## src/rtl/tdc_delay_line.sv

```systemverilog
// Tapped inverter-chain TDC: launches an edge, snapshots every tap one clock later and serially
// encodes the thermometer count. Define TDC_ACCUM_EN to sum 2**ACC_LOG2 auto-relaunched shots.
module tdc_delay_line #(
  parameter int STAGES    = 34,
  parameter int DRAIN_CYC = 8,
  parameter int ACC_LOG2  = 2,
  localparam int CNT_W    = $clog2(STAGES + 1),
`ifdef TDC_ACCUM_EN
  localparam int OUT_W    = CNT_W + ACC_LOG2
`else
  localparam int OUT_W    = CNT_W
`endif
) (
  input  logic              clk,
  input  logic              rst,
  input  logic              start,
  input  logic              inj_en,
  input  logic [STAGES-1:0] inj_taps,
  output logic              busy,
  output logic              valid,
  output logic [OUT_W-1:0]  count,
  output logic              overflow,
  output logic [STAGES-1:0] snap
);

  localparam int IDX_W = $clog2(STAGES);
  localparam int DRW   = $clog2(DRAIN_CYC + 2);

  typedef enum logic [2:0] {IDLE, CAPTURE, SCAN, DONE, DRAIN} state_t;

  state_t              state_q, state_d;
  logic                launch_q, launch_d;
  logic                busy_q, busy_d;
  logic                valid_q, valid_d;
  logic [OUT_W-1:0]    count_q, count_d;
  logic                ovf_q, ovf_d;
  logic [STAGES-1:0]   snap_q, snap_d;
  logic [IDX_W-1:0]    idx_q, idx_d;
  logic [CNT_W-1:0]    acc_q, acc_d;
  logic                run_q, run_d;
  logic [DRW-1:0]      drain_q, drain_d;

`ifdef TDC_ACCUM_EN
  localparam int SHOTS  = 1 << ACC_LOG2;
  localparam int SHOT_W = ACC_LOG2 + 1;
  logic [OUT_W-1:0]  sum_q, sum_d, sum_nx;
  logic [SHOT_W-1:0] shot_q, shot_d;
  logic              ovf_acc_q, ovf_acc_d, ovf_nx;
`endif

  logic [STAGES-1:0] raw;
  logic [STAGES-1:0] norm;

  // Each stage is its own kept net so the chain survives synthesis as real inverters.
  for (genvar i = 0; i < STAGES; i++) begin : g_stg
    (* keep = "true" *) logic inv;
    if (i == 0) begin : g_first
      assign inv = ~launch_q;
    end else begin : g_next
      assign inv = ~g_stg[i-1].inv;
    end
    assign raw[i] = inv;
    if (i % 2 == 1) begin : g_odd
      assign norm[i] = raw[i];
    end else begin : g_even
      assign norm[i] = ~raw[i];
    end
  end

  always_comb begin
    state_d  = state_q;
    launch_d = launch_q;
    busy_d   = busy_q;
    valid_d  = 1'b0;
    count_d  = count_q;
    ovf_d    = ovf_q;
    snap_d   = snap_q;
    idx_d    = idx_q;
    acc_d    = acc_q;
    run_d    = run_q;
    drain_d  = drain_q;
`ifdef TDC_ACCUM_EN
    sum_d     = sum_q;
    shot_d    = shot_q;
    ovf_acc_d = ovf_acc_q;
    sum_nx    = sum_q + OUT_W'(acc_q);
    ovf_nx    = ovf_acc_q | (acc_q == CNT_W'(STAGES));
`endif
    case (state_q)
      IDLE: begin
        if (start) begin
          launch_d = 1'b1;
          busy_d   = 1'b1;
          state_d  = CAPTURE;
`ifdef TDC_ACCUM_EN
          sum_d     = '0;
          shot_d    = '0;
          ovf_acc_d = 1'b0;
`endif
        end
      end
      CAPTURE: begin
        snap_d   = inj_en ? inj_taps : norm;
        launch_d = 1'b0;
        idx_d    = '0;
        acc_d    = '0;
        run_d    = 1'b1;
        state_d  = SCAN;
      end
      SCAN: begin
        // Count stops at the first zero; later bubbles are ignored.
        if (run_q && snap_q[idx_q]) begin
          acc_d = acc_q + CNT_W'(1);
        end else begin
          run_d = 1'b0;
        end
        if (idx_q == IDX_W'(STAGES - 1)) begin
          state_d = DONE;
        end else begin
          idx_d = idx_q + IDX_W'(1);
        end
      end
      DONE: begin
        drain_d = DRW'(DRAIN_CYC);
        state_d = DRAIN;
`ifdef TDC_ACCUM_EN
        sum_d     = sum_nx;
        ovf_acc_d = ovf_nx;
        shot_d    = shot_q + SHOT_W'(1);
        if (shot_q == SHOT_W'(SHOTS - 1)) begin
          count_d = sum_nx;
          ovf_d   = ovf_nx;
          valid_d = 1'b1;
        end
`else
        count_d = acc_q;
        ovf_d   = (acc_q == CNT_W'(STAGES));
        valid_d = 1'b1;
`endif
      end
      DRAIN: begin
        if (drain_q == '0) begin
`ifdef TDC_ACCUM_EN
          if (shot_q != SHOT_W'(SHOTS)) begin
            launch_d = 1'b1;
            state_d  = CAPTURE;
          end else begin
            busy_d  = 1'b0;
            state_d = IDLE;
          end
`else
          busy_d  = 1'b0;
          state_d = IDLE;
`endif
        end else begin
          drain_d = drain_q - DRW'(1);
        end
      end
      default: state_d = IDLE;
    endcase
  end

  always_ff @(posedge clk) begin
    if (rst) begin
      state_q  <= IDLE;
      launch_q <= 1'b0;
      busy_q   <= 1'b0;
      valid_q  <= 1'b0;
      count_q  <= '0;
      ovf_q    <= 1'b0;
      snap_q   <= '0;
      idx_q    <= '0;
      acc_q    <= '0;
      run_q    <= 1'b0;
      drain_q  <= '0;
`ifdef TDC_ACCUM_EN
      sum_q     <= '0;
      shot_q    <= '0;
      ovf_acc_q <= 1'b0;
`endif
    end else begin
      state_q  <= state_d;
      launch_q <= launch_d;
      busy_q   <= busy_d;
      valid_q  <= valid_d;
      count_q  <= count_d;
      ovf_q    <= ovf_d;
      snap_q   <= snap_d;
      idx_q    <= idx_d;
      acc_q    <= acc_d;
      run_q    <= run_d;
      drain_q  <= drain_d;
`ifdef TDC_ACCUM_EN
      sum_q     <= sum_d;
      shot_q    <= shot_d;
      ovf_acc_q <= ovf_acc_d;
`endif
    end
  end

  assign busy     = busy_q;
  assign valid    = valid_q;
  assign count    = count_q;
  assign overflow = ovf_q;
  assign snap     = snap_q;

endmodule

```

## config.mk

```make
export PLATFORM = sky130hd
export DESIGN_NAME = tdc_delay_line
export DESIGN_NICKNAME = d
export VERILOG_FILES = /design/src/rtl/tdc_delay_line.sv
export SDC_FILE = /design/constraint.sdc
export NUM_CORES = 1
export LEC_CHECK = 0
export CAP_MARGIN = 15
export CORE_ASPECT_RATIO = 0.75
export CORE_UTILIZATION = 45
export CTS_CLUSTER_SIZE = 25
export DETAILED_ROUTE_END_ITERATION = 8
export PLACE_DENSITY = 0.82
export SETUP_SLACK_MARGIN = 0.02
export SLEW_MARGIN = 20
export SYNTH_ARGS = -nofsm -noshare
export SYNTH_HDL_FRONTEND = slang
export SYNTH_SLANG_ARGS = --single-unit
```

## constraint.sdc

```tcl
create_clock -name clk -period 2.6 [get_ports clk]
set_input_delay 0.52 -clock clk [delete_from_list [all_inputs] [get_ports clk]]
set_output_delay 0.52 -clock clk [all_outputs]
set_load 0.01 [all_outputs]
```

==> reports/metrics.cfg, run 1 <==
[status]
status = finished with violations
violations = DRC

[die]
initial_core_util_pct = 48.27
rows = 25
core_area_um2 = 6506
ios = 81
dieArea_um2 = 7320
fp.dieW_um = 98.47
fp.dieH_um = 74.35

[grt]
grt_max_degree = 39
grt_usage_pct = 22.87
antenna_found_initial = 0
grt-ovfl-total = 0
grt_pass1_wl_um = 13020
grt_pass1_vias = 2682

[critical_path]
worstPathRequired_ns = 2.88
crit_fanout = 6
reg2reg_to = acc_q[1]
cp-end-kind = flip-flop
critical_path_class = flip-flop to flip-flop
rr_startpoint = idx_q[5]
critPathLaunch = idx_q[5]
startpoint_type = flip-flop
reg2regPathDepth = 6
r2r_setup_slack_ns = 0.33
worstPathArrival_ns = 2.55

[routing]
via_per_inst = 5.716
post_drt_wl_per_cell_um = 14.76
drt.antenna.violating_nets = 0
drc = 1
drtIter0Drc = 209
wirelength_um = 7734
vias = 2995
dr.pass1.iters = 9

[synth]
netlist_instances = 366
syn_nets = 410
syn_area_um2 = 3141
syn_avg_cell_area_um2 = 8.581
yosysWarnings = 0

[pwr]
ir_worst_vdd_mv = 0.3168
power.leakage_nw = 1.421
power.density_nw_per_um2 = 598.1

[sta]
relSlewSlack_pct = 53.10
setup_violations = 0
fmax_mhz = 440.3
maxSlewViolCount = 0
finalCritPeriodShare_pct = 87.35
worst_pin_slew_ns = 0.7027
skew_ns = 0.009278
final.setup.tns_ns = 0
rsz0062_at_grt = no
final.min_clock_period_ns = 2.271
hold_viol = 0

[worst_hold_path]
min_to = count[2]
worstHoldPathCells = 2
worst_hold_path_type = flip-flop to flip-flop
hold_start = count[2]

[cells_and_area]
final_area_um2 = 4188
fin_nets = 482
antenna_cells = 0
mostFrequentLayoutCell = clkdlybuf4s50_1
drive_above_1_share_pct = 8.804
fillCellCount = 536
area_growth_pct = 33.35
layout_common_cells = clkdlybuf4s50_1, nor2_1, dfxtp_1, nor3_1, a211oi_1
final_cells = 524

[clocking]
post_cts_buffers = 0
clk_path_buf_depth = 2
cts_buffers = 9
clk_latency_ns = 0.34
clock-root-buffer = clkbuf_8
htreeDepth = 3
cts_num_sinks = 64
clk_pin_slew_ns = 0.07
cts_tree = done

[flow_run]
drv_cap = 0

[place]
dpl.cell_count = 508
gp_congestion = 0.8209
placed_area_um2 = 3988
dp_hpwl_um = 5550
place.port_buffers = 80

## final cells by class
| class | count | area, um2 | area share, % |
|---|---|---|---|
| clock inverters | 3 | 40.04 | 0.9561 |
| clock buffers | 13 | 158.9 | 3.794 |
| repair buffers | 92 | 885.9 | 21.15 |
| flip-flops and latches | 64 | 1282 | 30.62 |
| well taps | 81 | 101.3 | 2.420 |
| multi-input cells | 263 | 1689 | 40.33 |
| inverters | 8 | 30.03 | 0.7171 |
## what timing repair did
item / in CTS / in global routing
endpoints found under the hold margin: 0 / 0
resized for setup: 0 / 1
hold buffers: 0 / 0
setup endpoints to repair: 0 / 1
## registers in the layout (all words and copies together), names as in the netlist, 3 cells and up
name     count
acc_q        6
count        6
drain_q      4
idx_q        6
snap        34
state_q      3
## report_power, final
group / switching, W / internal [W]
clock network: 0.000368 / 0.000493
logic: 0.000243 / 0.000269
registers: 0.0000783 / 0.00105
## per-stage QoR
stage	hold WS [ns]	power, W	util (%)	worst slack [ns]
after floorplan	0.4367	0.001408	-	0.5058
after global placement	0.4488	0.001651	61.29	0.2804
after detailed placement	0.4519	0.001659	61.29	0.2125
after CTS	0.4615	0.002517	64.35	0.2151
after global routing	0.4789	0.002617	64.37	0.06970
final	0.4568	0.002505	64.37	0.3290
## worst max-delay path by stage
stage	to	cells past startpoint
after detailed placement	acc_q[0]	7
after CTS	acc_q[0]	7
after global placement	acc_q[0]	7
after floorplan	acc_q[0]	8
final	acc_q[1]	6
after global routing	acc_q[1]	6
## critical path, stage by stage, from the launching register on
cell     delay (ns)
dfxtp_1        0.40
or4b_2         0.64
nor3_2         0.34
nor4_2         0.10
nor2_1         0.13
and4_1         0.38
mux2i_1        0.21
## layer usage
layer  vias up  part of all wire [%]  routed length [um]  track usage, %
met5         -                     0                   0               0
met4         0                   1.3                 100           7.960
met3        10                   6.7                 515           6.955
met2       108                    43                3350           35.68
met1      1410                    49                3767           30.53
li1       1467                     -                   -               -
Note: power is estimated with default switching activity, not from simulation.
==> run 2: changes to the inputs <==
--- a/config.mk
+++ b/config.mk
@@ -10,7 +10,8 @@
 export CORE_UTILIZATION = 45
 export CTS_CLUSTER_SIZE = 25
 export DETAILED_ROUTE_END_ITERATION = 8
-export PLACE_DENSITY = 0.82
+export DONT_BUFFER_PORTS = 1
+export PLACE_DENSITY = 0.69
 export SETUP_SLACK_MARGIN = 0.02
 export SLEW_MARGIN = 20
 export SYNTH_ARGS = -nofsm -noshare
==> constraint.sdc (replaced) <==
create_clock -name clk -period 2.5 [get_ports clk]
set_input_delay 0.5 -clock clk [delete_from_list [all_inputs] [get_ports clk]]
set_output_delay 0.5 -clock clk [all_outputs]
set_load 0.01 [all_outputs]
==> reports/metrics.cfg, run 2 (synthesis results as in run 1) <==
[grt]
grt_pass1_wl_um = 11970  ; -8.1%
grt_pass1_vias = 2410  ; -10%
antenna_found_initial = 0  ; unchanged
grt_usage_pct = 21.21  ; -1.7 points
grt_max_degree = 60  ; +54%
gr-max-usage-layer = met2
grtUsageMet2_pct = 31.53  ; -4.1 points
grt_use_met3_pct = 10.62  ; +3.7 points
grt-ovfl-total = 0  ; unchanged
use_met1_pct = 26.39  ; -4.1 points

[die]
initial_core_util_pct = 48.27  ; unchanged
fp.dieH_um = 74.35  ; unchanged
rows = 25  ; unchanged
dieArea_um2 = 7320  ; unchanged
core_area_um2 = 6506  ; unchanged
fp.dieW_um = 98.47  ; unchanged
ios = 81  ; unchanged

[sta]
final.setup.tns_ns = 0  ; unchanged
maxSlewViolCount = 0  ; unchanged
relSlewSlack_pct = 59.72  ; +6.6 points
finalCritPeriodShare_pct = 92.26  ; +4.9 points
rsz0062_at_grt = no
setup_violations = 0  ; unchanged
worst_pin_slew_ns = 0.6001  ; -0.1026 ns
skew_ns = 0.007935  ; -0.001343 ns
fmax_mhz = 433.6  ; -1.5%
final.min_clock_period_ns = 2.306  ; +0.03540 ns
hold_viol = 0  ; unchanged

[worst_hold_path]
min_to = count[3]
hold_start = rst
worst_hold_path_type = primary input to flip-flop
worstHoldPathCells = 1  ; -1

[status]
violations = DRC
status = finished with violations

[critical_path]
worstPathRequired_ns = 2.77  ; -0.11 ns
r2r_setup_slack_ns = 0.19  ; -0.14 ns
cp-end-kind = flip-flop
path_buf_inv = 1  ; +1
critPathLaunch = idx_q[1]
startpoint_type = flip-flop
reg2regPathDepth = 7  ; +1
cp_cell_sequence = buf_4 -> mux4_1 -> mux2i_1 -> and3_1 -> nor2_1 -> and4_1 -> o31ai_4
worstPathArrival_ns = 2.58  ; +0.03 ns
critical_path_class = flip-flop to flip-flop
crit_fanout = 11  ; +5
crit_slowest_cell = mux4_1
rr_startpoint = idx_q[1]
critical_path.top_delay_family = multiplexers
reg2reg_to = acc_q[0]
critPathMaxStageDelay_ns = 0.57  ; -0.07 ns

[clocking]
clk_latency_ns = 0.35  ; about the same
htreeDepth = 3  ; unchanged
clock-root-buffer = clkbuf_8
cts_buffers = 9  ; unchanged
post_cts_buffers = 0  ; unchanged
clk_path_buf_depth = 2  ; unchanged
cts_num_sinks = 64  ; unchanged
clk_pin_slew_ns = 0.07  ; about the same
cts_tree = done

[cells_and_area]
largest_reg_flops = 34  ; unchanged
multi_input_area_um2 = 1702  ; +0.74%
area_growth_pct = 7.928
layout_common_cells = nor2_1, dfxtp_1, nor3_1, a211oi_1, nand2_1
final_util_pct = 52.10  ; -12 points
antenna_cells = 0  ; unchanged
register_area_um2 = 1282  ; unchanged
fillCellCount = 619  ; +15%
drive_above_1_share_pct = 10.74  ; +1.9 points
fin_nets = 402  ; -17%

[pwr]
power_switching_w = 0.0006717  ; -2.6%
power.leakage_nw = 1.122  ; -21%
p_seq_share_pct = 51.7  ; +6.5 points
pwr-share-clk_pct = 35.2  ; +0.8 points
switching_share_pct = 28.74  ; +1.2 points
power.density_nw_per_um2 = 689.4  ; +15%
ir_worst_vdd_mv = 0.2814  ; -11%
pwr-share-comb_pct = 13.1  ; -7.3 points
finalPower_w = 0.002337  ; -6.7%
internal_power_w = 0.001665  ; -8.3%

[routing]
post_drt_wl_per_cell_um = 16.33  ; +11%
via_per_inst = 5.955  ; +4.2%
drt.antenna.violating_nets = 0  ; unchanged
drtIter0Drc = 107  ; -49%
dr.pass1.iters = 9  ; unchanged
drc = 1  ; unchanged
wirelength_um = 7252  ; -6.2%
vias = 2644  ; -12%

[place]
gp_congestion = 0.8284  ; +0.91%
dp_hpwl_um = 5097  ; -8.1%
place.port_buffers = 0  ; -100%

[flow_run]
drv_cap = 0  ; unchanged

-- run 2: changes by cell type in the layout (fill, tap and decap cells not counted), sizes merged --
cell / delta
clkdlybuf4s50: -79
bufinv: -1
clkinv: +1
buf: -1
-- run 2: how the worst max path moves through the flow --
stage,end,slack [ns],cells after the start
floorplan,acc_q[0],0.41,8
global placement,acc_q[0],0.20,7
detailed placement,acc_q[0],0.13,7
CTS,acc_q[0],0.12,7
global route,acc_q[0],0.04,7
finish,acc_q[0],0.19,7
-- run 2: cell type report --
type                    count  area share (%)
repair buffers             12           2.658
well taps                  81           2.990
flip-flops and latches     64           37.84
inverters                   8          0.8859
clock inverters             3          0.4430
clock buffers              13           4.983
multi-input cells         263           50.20
-- run 2: power groups by stage --
stage	registers [W]	logic [W]	clock network, W
3_5_place_dp	0.00123	0.000302	0
2_1_floorplan	0.00120	0.000268	0
6_report	0.00121	0.000305	0.000823
3_3_place_gp	0.00123	0.000293	0
5_1_grt	0.00122	0.000347	0.000896
4_1_cts	0.00121	0.000303	0.000847
-- run 2: routing by layer --
layer	share of wire [%]	up-vias
met5	0	-
li1	-	1303
met4	0.57	0
met3	11	5
met1	46	1226
met2	42	110
-- run 2: through the flow --
stage	area [um2]	worst slack (ns)	instances	hold WS (ns)
2_1_floorplan	3141	0.4058	366	0.4367
4_1_cts	3376	0.1226	444	0.1949
6_report	3390	0.1936	444	0.2190
3_5_place_dp	3192	0.1315	428	0.4589
3_3_place_gp	3192	0.1970	428	0.4586
5_1_grt	3390	0.04412	444	0.1906
-- run 2: what timing repair did --
item,CTS,global route
setup endpoints to repair,0,7
hold buffers,0,0
resized for setup,0,2
-- run 2: worst reg2reg max path, cell delays in order (launching register included) --
cell     delay, ns
dfxtp_2       0.43
buf_4         0.23
mux4_1        0.57
mux2i_1       0.15
and3_1        0.26
nor2_1        0.09
and4_1        0.28
o31ai_4       0.22
==> run 3: changes to the inputs <==
--- a/config.mk
+++ b/config.mk
@@ -5,13 +5,14 @@
 export SDC_FILE = /design/constraint.sdc
 export NUM_CORES = 1
 export LEC_CHECK = 0
-export CAP_MARGIN = 15
+export CAP_MARGIN = 20
 export CORE_ASPECT_RATIO = 0.75
 export CORE_UTILIZATION = 45
 export CTS_CLUSTER_SIZE = 25
 export DETAILED_ROUTE_END_ITERATION = 8
 export DONT_BUFFER_PORTS = 1
 export PLACE_DENSITY = 0.69
+export REMOVE_ABC_BUFFERS = 1
 export SETUP_SLACK_MARGIN = 0.02
 export SLEW_MARGIN = 20
 export SYNTH_ARGS = -nofsm -noshare
==> reports/metrics.cfg, run 3 (synthesis results as in run 1) <==
[critical_path]
worstPathArrival_ns = 2.55  ; -0.03 ns
cp-end-kind = flip-flop
cp_cell_sequence = buf_4 -> or3b_2 -> o21ai_0 -> nor2_1 -> a2111oi_2 -> nor2_1 -> a221oi_1
r2r_setup_slack_ns = 0.18  ; about the same
path_buf_inv = 1  ; unchanged
reg2reg_to = run_q
worstPathRequired_ns = 2.73  ; -0.04 ns
reg2regPathDepth = 7  ; unchanged
critical_path.top_delay_family = compound AO/OA/AOI/OAI gates
critical_path_class = flip-flop to flip-flop
cpMostUsedCell = nor2_1
rr_startpoint = idx_q[2]
crit_slowest_cell = or3b_2
startpoint_type = flip-flop
crit_fanout = 10  ; -1
critPathMaxStageDelay_ns = 0.45  ; -0.12 ns

[routing]
via_per_inst = 5.903  ; -0.87%
wirelength_um = 7196  ; -0.77%
drt.antenna.violating_nets = 0  ; unchanged
drc = 2  ; +1
drtIter0Drc = 100  ; -6.5%
vias = 2621  ; -0.87%
post_drt_wl_per_cell_um = 16.21  ; -0.77%
dr.pass1.iters = 8  ; -1

[die]
dieArea_um2 = 7320  ; unchanged
ios = 81  ; unchanged
fp.dieW_um = 98.47  ; unchanged
initial_core_util_pct = 48.27  ; unchanged
core_area_um2 = 6506  ; unchanged
rows = 25  ; unchanged
fp.dieH_um = 74.35  ; unchanged

[sta]
setup_slack_ns = 0.1799  ; -0.01372 ns
hold_viol = 0  ; unchanged
maxSlewViolCount = 0  ; unchanged
setup_violations = 0  ; unchanged
final.min_clock_period_ns = 2.320  ; +0.01372 ns
rsz0062_at_grt = no
worst_pin_slew_ns = 0.4644  ; -0.1357 ns
final.setup.tns_ns = 0  ; unchanged
fmax_mhz = 431.0  ; -0.59%
relSlewSlack_pct = 68.98  ; +9.3 points
skew_ns = 0.006755  ; -0.001180 ns
finalCritPeriodShare_pct = 92.81  ; +0.55 points

[clocking]
htreeDepth = 3  ; unchanged
cts_buffers = 9  ; unchanged
post_cts_resized = 0  ; unchanged
clk_path_buf_depth = 2  ; unchanged
clk_pin_slew_ns = 0.07  ; about the same
clk_latency_ns = 0.34  ; about the same
cts_num_sinks = 64  ; unchanged
clock-root-buffer = clkbuf_8
cts_hold_buf = 0  ; unchanged
cts_tree = done
post_cts_buffers = 0  ; unchanged

[grt]
grt_max_degree = 60  ; unchanged
grt-ovfl-total = 0  ; unchanged
grt_usage_pct = 21.48  ; +0.27 points
grt_pass1_wl_um = 12320  ; +2.9%
antenna_found_initial = 0  ; unchanged
grt_pass1_vias = 2508  ; +4.1%

[worst_hold_path]
worstHoldPathCells = 1  ; unchanged
min_to = snap[31]
worst_hold_path_type = primary input to flip-flop
hold_start = rst

[cells_and_area]
fin_nets = 402  ; unchanged
final_util_pct = 52.10  ; unchanged
fillCellCount = 631  ; +1.9%
area_growth_pct = 7.928  ; unchanged
antenna_cells = 0  ; unchanged
largest_reg_flops = 34  ; unchanged
final_area_um2 = 3390  ; unchanged
drive_above_1_share_pct = 11.02  ; +0.28 points
layout_common_cells = nor2_1, dfxtp_1, nor3_1, a211oi_1, nand2_1

[flow_run]
drv_cap = 0  ; unchanged

[place]
dp_hpwl_um = 5100  ; about the same
gp_congestion = 0.8147  ; -1.7%
placed_area_um2 = 3192  ; unchanged
dpl_worst_slack_ns = 0.1743  ; +0.04284 ns
place.port_buffers = 0  ; unchanged

[pwr]
power.density_nw_per_um2 = 703.3  ; +2.0%
ir_worst_vdd_mv = 0.3128  ; +11%
power.leakage_nw = 1.119  ; -0.25%

[status]
status = finished with violations
violations = DRC

-- run 3: final cells by class --
| type | count | area (um2) | share of cell area, % |
|---|---|---|---|
| Timing Repair Buffer | 12 | 90.09 | 2.658 |
| Clock inverter | 7 | 72.57 | 2.141 |
| Clock buffer | 9 | 123.9 | 3.654 |
| Tap cell | 81 | 101.3 | 2.990 |
| Multi-Input combinational cell | 263 | 1689 | 49.83 |
| Sequential cell | 64 | 1282 | 37.84 |
| Inverter | 8 | 30.03 | 0.8859 |
-- run 3: per-stage QoR --
| step | std cells | power, W | hold WS (ns) |
|---|---|---|---|
| finish | 444 | 0.002384 | 0.2315 |
| global route | 444 | 0.002499 | 0.2014 |
| CTS | 444 | 0.002404 | 0.2069 |
| detailed placement | 428 | 0.001527 | 0.4642 |
| global placement | 428 | 0.001515 | 0.4540 |
| floorplan | 335 | 0.001433 | 0.4367 |
-- run 3: worst max path at each step --
stage | slack [ns] | depth (start not counted) | to | start
5_1_grt | 0.06 | 7 | run_q | idx_q[2]
4_1_cts | 0.15 | 7 | run_q | idx_q[1]
3_3_place_gp | 0.26 | 6 | acc_q[0] | idx_q[1]
3_5_place_dp | 0.17 | 7 | run_q | idx_q[1]
2_1_floorplan | 0.06 | 6 | acc_q[0] | idx_q[1]
6_report | 0.18 | 7 | run_q | idx_q[2]
-- run 3: power by group --
part           switching, W  internal, W  total, W
sequential         0.000113      0.00110   0.00121
combinational      0.000167     0.000127  0.000294
clock              0.000422     0.000460  0.000882
-- run 3: per-layer routing --
layer,track usage [%],up-vias,wire (um)
met5,0,-,0
met3,6.955,2,507
met1,28.79,1240,3480
li1,-,1303,-
met2,32.94,76,3180
met4,7.463,0,27
